<file path="config.mk">
export PLATFORM = sky130hd
export DESIGN_NAME = vx_writeback_arb
export DESIGN_NICKNAME = d
export VERILOG_FILES = /design/src/rtl/vx_wb_pkg.sv /design/src/rtl/vx_rr_lock_arbiter.sv /design/src/rtl/vx_writeback_arb.sv
export SDC_FILE = /design/constraint.sdc
export NUM_CORES = 1
export LEC_CHECK = 0
export BUFFER_PORTS_ARGS = -buffer_cell sky130_fd_sc_hd__buf_4
export CORE_AREA = 2 2 406 408
export DETAILED_ROUTE_END_ITERATION = 8
export DIE_AREA = 0 0 408 410
export SLEW_MARGIN = 25
export SYNTH_ARGS = -nofsm -noshare
export SYNTH_HDL_FRONTEND = slang
export SYNTH_SLANG_ARGS = --single-unit
export TNS_END_PERCENT = 50
</file>
<file path="constraint.sdc">
create_clock -name clk -period 4.8 [get_ports clk]
set_input_delay 0.96 -clock clk [delete_from_list [all_inputs] [get_ports clk]]
set_output_delay 0.96 -clock clk [all_outputs]
set_load 0.05 [all_outputs]
</file>
<file path="src/rtl/vx_wb_pkg.sv">
// Shared constants, writeback beat layout and helpers for the writeback arbiter.
// Optional perf counters in vx_writeback_arb are enabled with VX_WB_PERF_EN.
package vx_wb_pkg;

  localparam int NUM_WB_SRCS    = 5;
  localparam int WB_SRC_ALU     = 0;
  localparam int WB_SRC_LSU     = 1;
  localparam int WB_SRC_CSR     = 2;
  localparam int WB_SRC_FPU     = 3;
  localparam int WB_SRC_GPU     = 4;

  localparam int WB_NUM_WARPS   = 4;
  localparam int WB_NUM_THREADS = 4;
  localparam int WB_NW_BITS     = $clog2(WB_NUM_WARPS);
  localparam int WB_PERF_W      = 44;

  typedef struct packed {
    logic [WB_NW_BITS-1:0]       wid;
    logic [WB_NUM_THREADS-1:0]   tmask;
    logic [31:0]                 pc;
    logic [4:0]                  rd;
    logic [WB_NUM_THREADS*32-1:0] data;
    logic                        eop;
  } wb_beat_t;

  function automatic logic [WB_PERF_W-1:0] wb_popcount(input logic [WB_NUM_THREADS-1:0] mask);
    logic [WB_PERF_W-1:0] cnt;
    cnt = {WB_PERF_W{1'b0}};
    for (int t = 0; t < WB_NUM_THREADS; t++) begin
      cnt = cnt + {{(WB_PERF_W-1){1'b0}}, mask[t]};
    end
    return cnt;
  endfunction

endpackage

</file>
<file path="src/rtl/vx_rr_lock_arbiter.sv">
// Round-robin arbiter that locks onto a source for the duration of a multi-beat
// result; grant is one-hot (or zero) and combinational from valid.
module vx_rr_lock_arbiter #(
  parameter int NUM_REQS = 5,
  localparam int IDX_W = (NUM_REQS > 1) ? $clog2(NUM_REQS) : 1
) (
  input  logic                clk,
  input  logic                reset_n,
  input  logic [NUM_REQS-1:0] valid,
  input  logic [NUM_REQS-1:0] eop,
  output logic [NUM_REQS-1:0] grant,
  output logic [IDX_W-1:0]    grant_idx
);
  import vx_wb_pkg::*;

  localparam logic [0:0] ST_UNLOCKED = 1'b0;
  localparam logic [0:0] ST_LOCKED   = 1'b1;

  logic [0:0]          state_q, state_d;
  logic [IDX_W-1:0]    rr_ptr_q, rr_ptr_d;
  logic [IDX_W-1:0]    lock_idx_q, lock_idx_d;
  logic [NUM_REQS-1:0] grant_s;
  logic [IDX_W-1:0]    win_idx_s;
  logic [IDX_W-1:0]    cand_idx_s;
  logic                found_s;
  int                  cand_s;

  function automatic logic [IDX_W-1:0] next_idx(input logic [IDX_W-1:0] idx);
    if (idx == IDX_W'(NUM_REQS - 1)) begin
      return {IDX_W{1'b0}};
    end else begin
      return idx + IDX_W'(1);
    end
  endfunction

  // Winner selection: locked source only, else first valid at or after rr_ptr.
  always_comb begin
    grant_s    = {NUM_REQS{1'b0}};
    win_idx_s  = {IDX_W{1'b0}};
    cand_idx_s = {IDX_W{1'b0}};
    found_s    = 1'b0;
    cand_s     = 0;
    if (!reset_n) begin
      found_s = 1'b0;
    end else if (state_q == ST_LOCKED) begin
      win_idx_s = lock_idx_q;
      found_s   = valid[lock_idx_q];
    end else begin
      for (int k = 0; k < NUM_REQS; k++) begin
        cand_s = int'(rr_ptr_q) + k;
        if (cand_s >= NUM_REQS) begin
          cand_s = cand_s - NUM_REQS;
        end else begin
          cand_s = cand_s;
        end
        cand_idx_s = IDX_W'(cand_s);
        if (!found_s && valid[cand_idx_s]) begin
          found_s   = 1'b1;
          win_idx_s = cand_idx_s;
        end else begin
          found_s = found_s;
        end
      end
    end
    if (found_s) begin
      grant_s[win_idx_s] = 1'b1;
    end else begin
      grant_s = {NUM_REQS{1'b0}};
    end
  end

  // Lock FSM and round-robin pointer update on each fired beat.
  always_comb begin
    state_d    = state_q;
    rr_ptr_d   = rr_ptr_q;
    lock_idx_d = lock_idx_q;
    case (state_q)
      ST_UNLOCKED: begin
        if (found_s) begin
          if (eop[win_idx_s]) begin
            rr_ptr_d = next_idx(win_idx_s);
          end else begin
            state_d    = ST_LOCKED;
            lock_idx_d = win_idx_s;
          end
        end else begin
          state_d = ST_UNLOCKED;
        end
      end
      ST_LOCKED: begin
        if (found_s && eop[lock_idx_q]) begin
          state_d  = ST_UNLOCKED;
          rr_ptr_d = next_idx(lock_idx_q);
        end else begin
          state_d = ST_LOCKED;
        end
      end
      default: begin
        state_d = ST_UNLOCKED;
      end
    endcase
  end

  // Arbiter state registers.
  always_ff @(posedge clk or negedge reset_n) begin
    if (!reset_n) begin
      state_q    <= ST_UNLOCKED;
      rr_ptr_q   <= {IDX_W{1'b0}};
      lock_idx_q <= {IDX_W{1'b0}};
    end else begin
      state_q    <= state_d;
      rr_ptr_q   <= rr_ptr_d;
      lock_idx_q <= lock_idx_d;
    end
  end

  assign grant     = grant_s;
  assign grant_idx = win_idx_s;

endmodule

</file>
<file path="src/rtl/vx_writeback_arb.sv">
// Merges per-unit writeback results into one registered writeback stream.
// Define VX_WB_PERF_EN to add per-source beat and thread counters.
module vx_writeback_arb
  import vx_wb_pkg::*;
#(
  parameter int NUM_REQS    = NUM_WB_SRCS,
  parameter int NUM_WARPS   = WB_NUM_WARPS,
  parameter int NUM_THREADS = WB_NUM_THREADS,
  localparam int NW_BITS    = $clog2(NUM_WARPS),
  localparam int IDX_W      = (NUM_REQS > 1) ? $clog2(NUM_REQS) : 1
) (
  input  logic                              clk,
  input  logic                              reset_n,
  input  logic [NUM_REQS-1:0]               src_valid,
  output logic [NUM_REQS-1:0]               src_ready,
  input  logic [NUM_REQS*NW_BITS-1:0]       src_wid,
  input  logic [NUM_REQS*NUM_THREADS-1:0]   src_tmask,
  input  logic [NUM_REQS*32-1:0]            src_pc,
  input  logic [NUM_REQS*5-1:0]             src_rd,
  input  logic [NUM_REQS*NUM_THREADS*32-1:0] src_data,
  input  logic [NUM_REQS-1:0]               src_eop,
  output logic                              wb_valid,
  output logic [NW_BITS-1:0]                wb_wid,
  output logic [NUM_THREADS-1:0]            wb_tmask,
  output logic [31:0]                       wb_pc,
  output logic [4:0]                        wb_rd,
  output logic [NUM_THREADS*32-1:0]         wb_data,
  output logic                              wb_eop
`ifdef VX_WB_PERF_EN
  ,
  output logic [NUM_REQS*WB_PERF_W-1:0]     perf_wb_beats,
  output logic [NUM_REQS*WB_PERF_W-1:0]     perf_wb_threads
`endif
);

  logic [NUM_REQS-1:0] grant_s;
  logic [IDX_W-1:0]    grant_idx_s;
  logic                fire_s;
  int                  sel_i_s;
  wb_beat_t            sel_s;
  wb_beat_t            wb_q, wb_d;
  logic                wb_valid_q, wb_valid_d;

  vx_rr_lock_arbiter #(
    .NUM_REQS (NUM_REQS)
  ) u_arb (
    .clk       (clk),
    .reset_n   (reset_n),
    .valid     (src_valid),
    .eop       (src_eop),
    .grant     (grant_s),
    .grant_idx (grant_idx_s)
  );

  assign src_ready = grant_s;
  assign fire_s    = |grant_s;

  // Field mux for the granted source.
  always_comb begin
    sel_i_s     = int'(grant_idx_s);
    sel_s       = {$bits(wb_beat_t){1'b0}};
    sel_s.wid   = src_wid[sel_i_s*NW_BITS +: NW_BITS];
    sel_s.tmask = src_tmask[sel_i_s*NUM_THREADS +: NUM_THREADS];
    sel_s.pc    = src_pc[sel_i_s*32 +: 32];
    sel_s.rd    = src_rd[sel_i_s*5 +: 5];
    sel_s.data  = src_data[sel_i_s*NUM_THREADS*32 +: NUM_THREADS*32];
    sel_s.eop   = src_eop[grant_idx_s];
  end

  // Capture on fire; fields hold across idle cycles.
  always_comb begin
    wb_valid_d = fire_s;
    if (fire_s) begin
      wb_d = sel_s;
    end else begin
      wb_d = wb_q;
    end
  end

  // Writeback output register.
  always_ff @(posedge clk or negedge reset_n) begin
    if (!reset_n) begin
      wb_valid_q <= 1'b0;
      wb_q       <= {$bits(wb_beat_t){1'b0}};
    end else begin
      wb_valid_q <= wb_valid_d;
      wb_q       <= wb_d;
    end
  end

  assign wb_valid = wb_valid_q;
  assign wb_wid   = wb_q.wid;
  assign wb_tmask = wb_q.tmask;
  assign wb_pc    = wb_q.pc;
  assign wb_rd    = wb_q.rd;
  assign wb_data  = wb_q.data;
  assign wb_eop   = wb_q.eop;

`ifdef VX_WB_PERF_EN
  logic [WB_PERF_W-1:0] perf_beats_q [NUM_REQS];
  logic [WB_PERF_W-1:0] perf_beats_d [NUM_REQS];
  logic [WB_PERF_W-1:0] perf_thr_q   [NUM_REQS];
  logic [WB_PERF_W-1:0] perf_thr_d   [NUM_REQS];

  // Per-source counters; wrap naturally at 2^44.
  always_comb begin
    for (int i = 0; i < NUM_REQS; i++) begin
      if (grant_s[i]) begin
        perf_beats_d[i] = perf_beats_q[i] + 44'd1;
        perf_thr_d[i]   = perf_thr_q[i] + wb_popcount(src_tmask[i*NUM_THREADS +: NUM_THREADS]);
      end else begin
        perf_beats_d[i] = perf_beats_q[i];
        perf_thr_d[i]   = perf_thr_q[i];
      end
    end
  end

  // Perf counter registers.
  always_ff @(posedge clk or negedge reset_n) begin
    if (!reset_n) begin
      for (int i = 0; i < NUM_REQS; i++) begin
        perf_beats_q[i] <= 44'd0;
        perf_thr_q[i]   <= 44'd0;
      end
    end else begin
      for (int i = 0; i < NUM_REQS; i++) begin
        perf_beats_q[i] <= perf_beats_d[i];
        perf_thr_q[i]   <= perf_thr_d[i];
      end
    end
  end

  // Flatten counters onto the perf ports.
  always_comb begin
    perf_wb_beats   = {(NUM_REQS*WB_PERF_W){1'b0}};
    perf_wb_threads = {(NUM_REQS*WB_PERF_W){1'b0}};
    for (int i = 0; i < NUM_REQS; i++) begin
      perf_wb_beats[i*WB_PERF_W +: WB_PERF_W]   = perf_beats_q[i];
      perf_wb_threads[i*WB_PERF_W +: WB_PERF_W] = perf_thr_q[i];
    end
  end
`endif

endmodule

</file>
# Word level (Yosys, flattened, before mapping)
# Index checks and enable logic that the tools add are counted.
[totals]
regBits = 180
elab_cells = 126
[classes]
add_sub_neg = 11
multipliers = 1
magnitude_cmp = 13
n_eq_ne = 5
shifts = 5
n_mux = 66
n_bitwise = 2
n_reduce_logical = 13
[op_table]
columns = ["op", "n"]
rows = [
  ["indexed part select 640 x 11 -> 128 bit", 1],
  ["indexed part select 160 x 9 -> 32 bit", 1],
  ["two-way mux 3 bit", 27],
  ["less-than comparator 3 x 4 -> 1 bit, second input constant", 7],
  ["two-way mux 1 bit", 27],
  ["indexed part select 25 x 7 -> 5 bit", 1],
  ["binary-select mux 1 bit (select 3 bit)", 8],
  ["indexed part select 20 x 6 -> 4 bit", 1],
  ["greater-or-equal comparator 4 x 3 -> 1 bit, second input constant", 4],
  ["subtractor 3 bit, second input constant", 5],
  ["indexed part select 10 x 5 -> 2 bit", 1],
  ["adder 3 x 2 -> 4 bit, second input constant", 2],
  ["adder 3 x 1 -> 3 bit, second input constant", 2],
  ["== test 3 bit, second input constant", 2],
  ["logical AND 1 bit", 6],
  ["multiplier 3 x 3 -> 6 bit, second input constant", 1],
  ["case mux 3 bit (2 select lines)", 1],
  ["AND reduction 3 bit", 2],
  ["two-way mux 5 bit", 1],
  ["OR reduction 5 bit", 1],
  ["adder 3 x 1 -> 4 bit, second input constant", 1],
  ["adder 3 x 3 -> 4 bit, second input constant", 1],
  ["logical NOT 1 bit", 4],
  ["!= test 2 bit, second input constant", 2],
  ["6 further kinds", 7],
]

# Depth between registers and ports, before layout
# Gate-level depths: netlist of the first run.
[depth]
depth_word = 35
depth_mapped = 23

# By module
# Synthesis of the first run repeated with hierarchy kept, for this count alone.
[unflattened]
hier_cells = 1234
hier_area_um2 = 13777.0
[by_module_without_submodules]
columns = ["mod", "n_inst", "cells_each", "area_each_um2"]
rows = [
  ["vx_writeback_arb", 1, 997, 11946.5],
  ["vx_rr_lock_arbiter", 1, 237, 1830.5],
]

# Least setup slack after synthesis of the first run
# OpenSTA, ideal clock, no wires.
[synth_timing]
path_type = "reg-to-output"
from = "reg u_arb.rr_ptr_q[0]"
to = "out src_ready[1]"
t_arrival_ns = 4.844
required_time_ns = 3.840
slack_ns = -1.004
stages_incl_launch_ff = 19
n_path_buf = 5
cell_sequence = "dfrtp_1 > buf_4 > inv_2 > buf_2 > ha_1 > inv_1 > fa_1 > nor2_1 > mux4_2 > o22ai_4 > mux2i_1 > a221o_1 > nand3_1 > nand2_2 > inv_2 > buf_4 > buf_2 > buf_2 > nor3_1"
[synth_via]
elab_chain_cells = 34
word_cells_on_any_way = 75
cone_classes = "add/sub: 9; order compare: 7; mux: 50; reduce/logical: 9"
[synth_lines]
columns = ["item", "line", "rtl"]
rows = [
  ["start: declaration", "vx_rr_lock_arbiter.sv:20", "logic [IDX_W-1:0] rr_ptr_q, rr_ptr_d;"],
  ["start signal: assignment", "vx_rr_lock_arbiter.sv:108", "rr_ptr_q <= {IDX_W{1'b0}};"],
  ["start signal: assignment", "vx_rr_lock_arbiter.sv:112", "rr_ptr_q <= rr_ptr_d;"],
  ["subtractor 3 bit or greater-or-equal comparator 3 bit (tied branches)", "vx_rr_lock_arbiter.sv:52, vx_rr_lock_arbiter.sv:51", ""],
  ["two-way mux 3 bit", "vx_rr_lock_arbiter.sv:51", "if (cand_s >= NUM_REQS) begin"],
  ["two-way mux 3 bit", "vx_rr_lock_arbiter.sv:45", "end else if (state_q == ST_LOCKED) begin"],
  ["two-way mux 3 bit", "vx_rr_lock_arbiter.sv:43", "if (!reset_n) begin"],
  ["binary-select mux 1 bit (select 3 bit)", "vx_rr_lock_arbiter.sv:57", "if (!found_s && valid[cand_idx_s]) begin"],
  ["two-way mux 1 bit (not written as such)", "vx_rr_lock_arbiter.sv:57", ""],
  ["two-way mux 1 bit", "vx_rr_lock_arbiter.sv:57", ""],
  ["two-way mux 1 bit", "vx_rr_lock_arbiter.sv:45", ""],
  ["[... 19 more ...]", "n/a", ""],
  ["two-way mux 3 bit (*)", "vx_rr_lock_arbiter.sv:45", ""],
  ["two-way mux 3 bit (*)", "vx_rr_lock_arbiter.sv:43", ""],
  ["via grant_idx_s[0]", "vx_writeback_arb.sv:37", "logic [IDX_W-1:0] grant_idx_s;"],
  ["less-than comparator 3 x 4 -> 1 bit (not written as such) or greater-or-equal comparator 3 x 1 -> 1 bit (tied branches)", "vx_rr_lock_arbiter.sv:66", "grant_s[win_idx_s] = 1'b1;"],
  ["logical AND 1 bit (not written as such)", "vx_rr_lock_arbiter.sv:66", ""],
  ["two-way mux 1 bit (not written as such)", "vx_rr_lock_arbiter.sv:66", ""],
  ["demux 1 bit (select 3 bit) (*)", "n/a", ""],
  ["two-way mux 5 bit (*)", "vx_rr_lock_arbiter.sv:65", "if (found_s) begin"],
  ["end: declaration", "vx_writeback_arb.sv:15", "output logic [NUM_REQS-1:0] src_ready,"],
]
# The timed path passes the listed nets; every way through them passes the cells marked *. The select of a mux whose other input is x is not followed.

# Worst setup path after layout of the first run
[layout_timing]
from = "reg u_arb.rr_ptr_q[1]"
to = "out src_ready[3]"
[layout_via]
elab_chain_cells = 34
word_cells_on_any_way = 75
cone_classes = "add/sub: 9; order compare: 7; mux: 50; reduce/logical: 9"
[layout_lines]
columns = ["item", "line"]
rows = [
  ["subtractor 3 bit or greater-or-equal comparator 3 bit (tied branches)", "vx_rr_lock_arbiter.sv:52, vx_rr_lock_arbiter.sv:51"],
  ["two-way mux 3 bit", "vx_rr_lock_arbiter.sv:51"],
  ["two-way mux 3 bit", "vx_rr_lock_arbiter.sv:45"],
  ["two-way mux 3 bit", "vx_rr_lock_arbiter.sv:43"],
  ["binary-select mux 1 bit (select 3 bit)", "vx_rr_lock_arbiter.sv:57"],
  ["two-way mux 1 bit (not written as such)", "vx_rr_lock_arbiter.sv:57"],
  ["two-way mux 1 bit", "vx_rr_lock_arbiter.sv:57"],
  ["two-way mux 1 bit", "vx_rr_lock_arbiter.sv:45"],
  ["[... 18 more ...]", "n/a"],
  ["two-way mux 3 bit", "vx_rr_lock_arbiter.sv:57"],
  ["two-way mux 3 bit", "vx_rr_lock_arbiter.sv:45"],
  ["two-way mux 3 bit", "vx_rr_lock_arbiter.sv:43"],
  ["less-than comparator 3 x 4 -> 1 bit (not written as such) or greater-or-equal comparator 3 x 1 -> 1 bit (tied branches)", "vx_rr_lock_arbiter.sv:66"],
  ["logical AND 1 bit (not written as such)", "vx_rr_lock_arbiter.sv:66"],
  ["two-way mux 1 bit (not written as such)", "vx_rr_lock_arbiter.sv:66"],
  ["demux 1 bit (select 3 bit)", "n/a"],
  ["two-way mux 5 bit (*)", "vx_rr_lock_arbiter.sv:65"],
]
# Mark *: on every way between the ends. The rest lies on a longest branch, timed or not. The select of a mux whose other input is x is not followed.

==> results of run 1 <==
[sequential cells by signal (all words and copies together) (netlist names)]
register / cells
wb_data: 128
wb_pc: 32
wb_rd: 5
wb_tmask: 4
u_arb.lock_idx_q: 3
u_arb.rr_ptr_q: 3
wb_wid: 2
u_arb.state_q: 1
wb_eop: 1
wb_valid: 1
[metrics by stage]
stage / worst slack, ns / util / area, sq um
floorplan: -0.0380 / - / 15400
global placement: 0.0571 / 0.162 / 26400
detailed placement: 0.0648 / 0.162 / 26400
CTS: -0.0760 / 0.167 / 27300
global route: -0.207 / 0.168 / 27500
finish: 0.00140 / 0.168 / 27500
[power breakdown]
group	total (mW)	switching, mW	leakage (nW)	internal [mW]
combinational	22.7	14.3	10.1	8.33
clock	1.64	0.881	0.289	0.755
sequential	2.97	0.592	2.03	2.38
[metal layers]
layer | up-vias | wire, um | global-route usage
met2 | 1117 | 59700 | 0.235
met4 | 12 | 4170 | 0.0482
met1 | 9984 | 51200 | 0.177
li1 | 9042 | - | -
met3 | 164 | 10800 | 0.0420
met5 | - | 149 | 0.00402
[how the worst min path moves through the flow]
stage	startpoint	endpoint
global route	reset_n	u_arb.lock_idx_q[1]
global placement	wb_wid[0]	wb_wid[0]
floorplan	u_arb.lock_idx_q[2]	u_arb.lock_idx_q[2]
CTS	reset_n	wb_data[33]
finish	reset_n	u_arb.lock_idx_q[0]
detailed placement	wb_pc[27]	wb_pc[27]
[logic make-up (layout without fill, tap and decap cells)]
logic type | after synthesis | count (layout) | share of synthesized area
other | 0 | 14 | 0
flip-flops | 180 | 180 | 0.294
buffers and inverters | 226 | 1251 | 0.0668
multiplexers | 193 | 193 | 0.138
adder cells (fa/ha/maj) | 13 | 13 | 0.0111
XOR/XNOR | 2 | 2 | 0.00114
AO/OA/AOI/OAI | 856 | 856 | 0.370
AND/OR/NAND/NOR | 357 | 357 | 0.118
[Yosys cell counts (4+ instances only)]
cell type,count,area [sq um]
nand2b_1,7,43.8
o21a_1,89,668
o21ai_0,141,706
o221ai_1,85,744
buf_2,45,225
nand2_1,21,78.8
a22o_1,87,762
a21oi_1,267,1340
buf_4,16,120
o21ai_1,44,220
buf_1,11,41.3
ha_1,12,150
a211oi_1,8,60.1
inv_2,4,15.0
nand3_1,99,495
mux2_2,38,428
mux2i_1,98,981
a22oi_1,86,646
mux4_2,4,90.1
nor3_1,9,45.0
nor2b_1,6,37.5
and3_1,93,582
o211ai_1,6,45.0
inv_1,12,45.0
mux2_1,50,563
buf_6,7,78.8
a221oi_2,4,60.1
clkbuf_1,129,484
nor2_1,102,383
dfrtp_1,180,4500
[what timing repair did]
action,CTS,global route
cloned,1,0
setup buffers,19,9
pin swaps,25,14
resized for setup,38,20
setup endpoints to repair,5,17
[area by class of cell]
type,instances,area [sq um]
repair buffers,1202,9380
repair inverters,1,8.76
inverters,16,88.8
flip-flops and latches,180,4510
clock inverters,14,155
diodes,14,35.0
fillers,18480,136000
multi-input cells,1421,10200
clock buffers,18,439
well taps,2189,2740
[worst register-to-register path, delay by kind of cell, from the launching register on]
family          cells  cell delay (ns)
fa+ha+maj           1             0.43
compound gates      8             1.74
simple gates        1             0.13
buf+inv             8             1.28
flops               1             0.41
mux                 1             0.55
[cells in the final DEF (no fill, tap or decap), types with 4 or more instances in the layout]
cell and n:
buf_4 1168, a21oi_1 266, dfrtp_1 179, o21ai_0 141
nor2_1 100, mux2i_1 97, nand3_1 95, and3_1 90
o21a_1 88, a22o_1 86, a22oi_1 86, o221ai_1 84
mux2_1 50, o21ai_1 42, mux2_2 38, buf_12 25
nand2_1 20, clkbuf_16 17, diode_2 14, inv_1 9
nand2b_1 7, o211ai_1 6, nor3_4 6, ha_1 6
inv_6 6, buf_6 6, nor2b_1 5, a211oi_1 5
inv_8 5, mux4_2 4
==> impl_summary.txt, run 1 <==
----------------------------------------------------
[Global routing]
  Maximum number of pins on one net before global-route repair ... 101
  Antenna violations before repair ... 45
  Overflow after GRT ... 0
  Vias in the first global route ... 19820
  Wire length of the first global-routing pass ... 166 mm
  Overall routing resource usage ... 0.143

[Floorplanning]
  Placement row count ... 149
  Y dimension of the die ... 410 um
  X dimension of the die ... 408 um
  Floorplan die area ... 167000 sq um
  Number of placed I/O pins ... 1045
  Core ar. ... 163000 sq um
  Starting density of the core ... 0.0936

[Status]
  Result of the run ... finished, final reports clean

[Timing]
  Tightest hold margin ... 0.332 ns
  Worst slew margin ... 0.432
  Final clock period utilization by the worst path ... 1.00
  Fmax ... 0.208 GHz
  Worst slew pin tran ... 0.852 ns
  Max Clock Skew ... 0.0143 ns
  Slew Viols, Final ... 0
  Setup total negative slack ... 0 ns
  RSZ-0062 raised after global routing ... true
  Setup-failing EPs final ... 0
  Count of final hold-check violations ... 0
  Min Clock Period, post-route ... 4.80 ns

[Synth]
  Avg Inst Size Synth ... 8.38 sq um
  Number of synthesized flops with an enable pin ... 0
  Cell Area, Synth ... 15300 sq um
  Post-synthesis sequential element count ... 180
  Sequential-to-total area share from yosys stat ... 0.294
  Main flop type after synthesis ... dfrtp_1
  Number of cells produced by synthesis ... 1827
  Number of distinct library cells after synthesis ... 73
  Share of flip-flops with an asynchronous set or reset after synthesis ... 1.00
  Warnings from Yosys ... 0
  Net count after synthesis ... 2707

[Worst setup path]
  Crit path DAT ... 3.84 ns
  Required arrival time at the worst endpoint ... 3.84 ns
  Worst setup slack for register-to-register paths ... 0.19 ns
  Startpoint kind of the worst setup timing path ... flop
  Cell family with the largest share of critical-path delay ... compound AO/OA/AOI/OAI gates
  Endpoint of the worst register-to-register path ... wb_data[125]
  Critical R2R Launch ... u_arb.rr_ptr_q[1]
  Worst setup startpoint ... u_arb.rr_ptr_q[1]
  Largest fanout on the critical path ... 6
  Critical path capture point type ... primary output
  Category of the critical setup timing path ... reg -> out
  Number of cells traversed by the worst register-to-register path ... 19
  Crit-path cells ... buf_6, buf_8, fa_2, nor2_4, mux4_2, o22ai_4, a21oi_4, a221oi_4, buf_4, o31a_4, nand2_8, nor3_4, buf_6
  Slowest stage cell, crit path ... mux4_2
  Crit path capture ... src_ready[3]
  Total stage count of the critical path ... 13
  Critical Path Max Stage Delay ... 0.55 ns
  Cell repeated most along the worst path ... buf_6
  Combined buffer and inverter count along the critical path ... 4

[CTS]
  TritonCTS clock tree ... done
  Number of levels the H-tree was split into ... 4
  Total number of clock tree sinks ... 180
  Inserted Clock Buffers ... 17
  CTS max path bufs ... 2
  Latest clock arrival within the worst-skew pair ... 0.54 ns
  Clock transition at the registers of the reported paths ... 0.08 ns
  Post-CTS Hold Buffers ... 0
  Buffer type at the clock tree root ... clkbuf_16

[Route]
  Pre-antenna DRT Iters ... 5
  Via count ... 20319
  Antenna viol nets, final ... 0
  DR DRC count ... 0
  Average wire per cell in the routed design ... 24.9 um
  Routed via count divided by cell count ... 4.02
  Final routed wirelength across all metal layers ... 126 mm
  Number of design-rule violations left by the first detailed-router iteration ... 1653

[Pwr]
  Power density of the placed cells ... 990 nW/um^2
  Leakage power of the design ... 12.4 nW
  Max VDD drop ... 0.515 mV
  Overall power consumption ... 27.3 mW

[Hold path]
  Type of the worst min-delay path ... in -> async

[Layout]
  Signed area change from the synthesized netlist to the final layout ... 79.9%
  Share of layout cells above drive strength 1 ... 0.474
  Non-filler cells, final ... 5055
  Nets ... 3719

[Place]
  Estimated wirelength of the detail-placed design ... 102 mm
  Inst Count DP ... 4982
  Total of buffers placed on input and output ports ... 1044
  Weighted congestion at the end of routability-driven global placement ... 0.955

[Run]
  Reported max-cap violation count ... 0

----------------------------------------------------
Note: power is estimated with default switching activity, not from simulation.
==> run 2: changes to the inputs <==
BUFFER_PORTS_ARGS = not set   (was -buffer_cell sky130_fd_sc_hd__buf_4)
CORE_AREA = 2 2 409 411   (was 2 2 406 408)
DIE_AREA = 0 0 411 413   (was 0 0 408 410)
DONT_BUFFER_PORTS = 1   (was not set)
==> impl_summary.txt, run 2 (synthesis results as in run 1) <==
----------------------------------------------------
[Layout]
  Most common cell after layout, fill and taps aside ... a21oi_1
  Signed area change from the synthesized netlist to the final layout ... 27.2%
  Number of fill cells in the layout ... 19108
  Non-filler cells, final ... 4021
  Number of flip-flops under the largest register name ... 128
  Nets ... 2635
  Commonest non-fill, non-tap cells in the layout ... a21oi_1, dfrtp_1, o21ai_0, nor2_1, mux2i_1
  Share of layout cells above drive strength 1 ... 0.152

[Worst setup path]
  Worst setup slack for register-to-register paths ... 0.27 ns
  Crit path capture ... src_ready[0]
  Crit path DAT ... 3.86 ns
  Required arrival time at the worst endpoint ... 3.84 ns
  Largest fanout on the critical path ... 10
  Startpoint kind of the worst setup timing path ... flop
  Number of cells traversed by the worst register-to-register path ... 16
  Critical path capture point type ... primary output
  Endpoint of the worst register-to-register path ... wb_pc[15]
  Critical R2R Launch ... u_arb.rr_ptr_q[1]
  Category of the critical setup timing path ... reg -> out
  Worst setup startpoint ... u_arb.rr_ptr_q[1]

[Route]
  Final routed wirelength across all metal layers ... 113 mm
  Antenna viol nets, final ... 0
  Average wire per cell in the routed design ... 28.0 um
  DR DRC count ... 0
  Routed via count divided by cell count ... 4.17
  Via count ... 16751
  Number of design-rule violations left by the first detailed-router iteration ... 1458
  Pre-antenna DRT Iters ... 6

[Global routing]
  Antenna violations before repair ... 97
  Vias in the first global route ... 14781
  Met3 Usage GRT ... 0.0509
  Overall routing resource usage ... 0.124
  GR peak layer ... met2
  Maximum number of pins on one net before global-route repair ... 195
  Overflow after GRT ... 0
  Met2 Use GR ... 0.182
  Wire length of the first global-routing pass ... 140 mm
  GR met1 Demand/Resource ... 0.157

[Place]
  Estimated wirelength of the detail-placed design ... 91.0 mm
  Total of buffers placed on input and output ports ... 0
  Inst Count DP ... 3913
  Weighted congestion at the end of routability-driven global placement ... 0.951

[Timing]
  Tightest hold margin ... 0.102 ns
  Count of final hold-check violations ... 0
  Max Clock Skew ... 0.0213 ns
  Final WS setup ... -0.0212 ns
  Worst slew margin ... 0.300
  Setup-failing EPs final ... 3
  Slew Viols, Final ... 0
  Fmax ... 0.207 GHz
  RSZ-0062 raised after global routing ... true
  Final clock period utilization by the worst path ... 1.00
  Worst slew pin tran ... 1.05 ns
  Min Clock Period, post-route ... 4.82 ns

[CTS]
  Number of levels the H-tree was split into ... 4
  Clock transition at the registers of the reported paths ... 0.09 ns
  Inserted Clock Buffers ... 17
  CTS max path bufs ... 2
  Total number of clock tree sinks ... 180
  Buffer type at the clock tree root ... clkbuf_16
  TritonCTS clock tree ... done
  Latest clock arrival within the worst-skew pair ... 0.54 ns

[Floorplanning]
  Floorplan die area ... 170000 sq um
  Y dimension of the die ... 413 um
  Core ar. ... 166000 sq um
  Number of placed I/O pins ... 1045
  X dimension of the die ... 411 um
  Placement row count ... 150
  Starting density of the core ... 0.0922

[Run]
  Reported max-cap violation count ... 0

[Hold path]
  Type of the worst min-delay path ... in -> async

[Status]
  Failing checks ... negative setup slack
  Result of the run ... complete, but fails checks

----------------------------------------------------
-- run 2: cell types whose count changed in the layout (fill, tap and decap cells not counted), sizes merged --
cell	change
bufinv	+2
clkbuf	+1
buf	-1084
diode	+35
clkinvlp	-1
inv	-2
-- run 2: routing by layer --
metal / part of all wire / wire (um)
met1: 0.41 / 45700
met2: 0.43 / 48900
met3: 0.11 / 12500
met4: 0.048 / 5440
met5: 0.0020 / 221
-- run 2: cell type report --
class | count | area, sq um | area share
multi-input cells | 1421 | 10200 | 0.522
flip-flops and latches | 180 | 4510 | 0.232
well taps | 2204 | 2760 | 0.142
repair buffers | 118 | 1200 | 0.0616
clock buffers | 19 | 443 | 0.0228
clock inverters | 13 | 186 | 0.00958
diodes | 49 | 123 | 0.00630
inverters | 16 | 87.6 | 0.00450
repair inverters | 1 | 8.76 | 0.000450
-- run 2: worst min path at each step --
| stage | depth (start not counted) | to | slack [ns] |
|---|---|---|---|
| after global placement | 1 | u_arb.lock_idx_q[2] | 0.64 |
| after CTS | 0 | wb_data[32] | 0.01 |
| after floorplan | 1 | u_arb.lock_idx_q[2] | 0.59 |
| final | 0 | wb_data[32] | 0.10 |
| after detailed placement | 1 | u_arb.lock_idx_q[2] | 0.64 |
| after global routing | 0 | wb_data[32] | 0.02 |
-- run 2: repair_timing --
action,in CTS,in global routing
hold buffers,0,0
pin swaps,23,6
gates cloned,1,0
setup endpoints to repair,6,42
setup buffers,23,4
gates resized for setup,34,19
-- run 2: per-stage QoR --
stage	utilization	TNS, ns	setup WS (ns)	area, sq um
after floorplan	-	-0.0606	-0.0380	15400
after global placement	0.110	0	0.0852	18300
after detailed placement	0.110	0	0.0431	18300
after CTS	0.116	-0.324	-0.0945	19200
after global routing	0.117	-1.01	-0.221	19400
final	0.117	-0.0511	-0.0212	19500
-- run 2: worst max-delay path, cell delays in order (launching register included) --
cell and delay, ns:
dfrtp_1 0.41, buf_4 0.16, buf_6 0.15, fa_2 0.39, nor2_4 0.15, mux4_2 0.54, o22ai_4 0.27, a21oi_2 0.08
a221oi_4 0.40, nor2_4 0.06, o311a_4 0.39, nor3_4 0.16, buf_12 0.16
Power of run 2 is left out: the tool's default activity adds up to more than one toggle a clock period on the data nets, which glitch-free logic cannot reach.
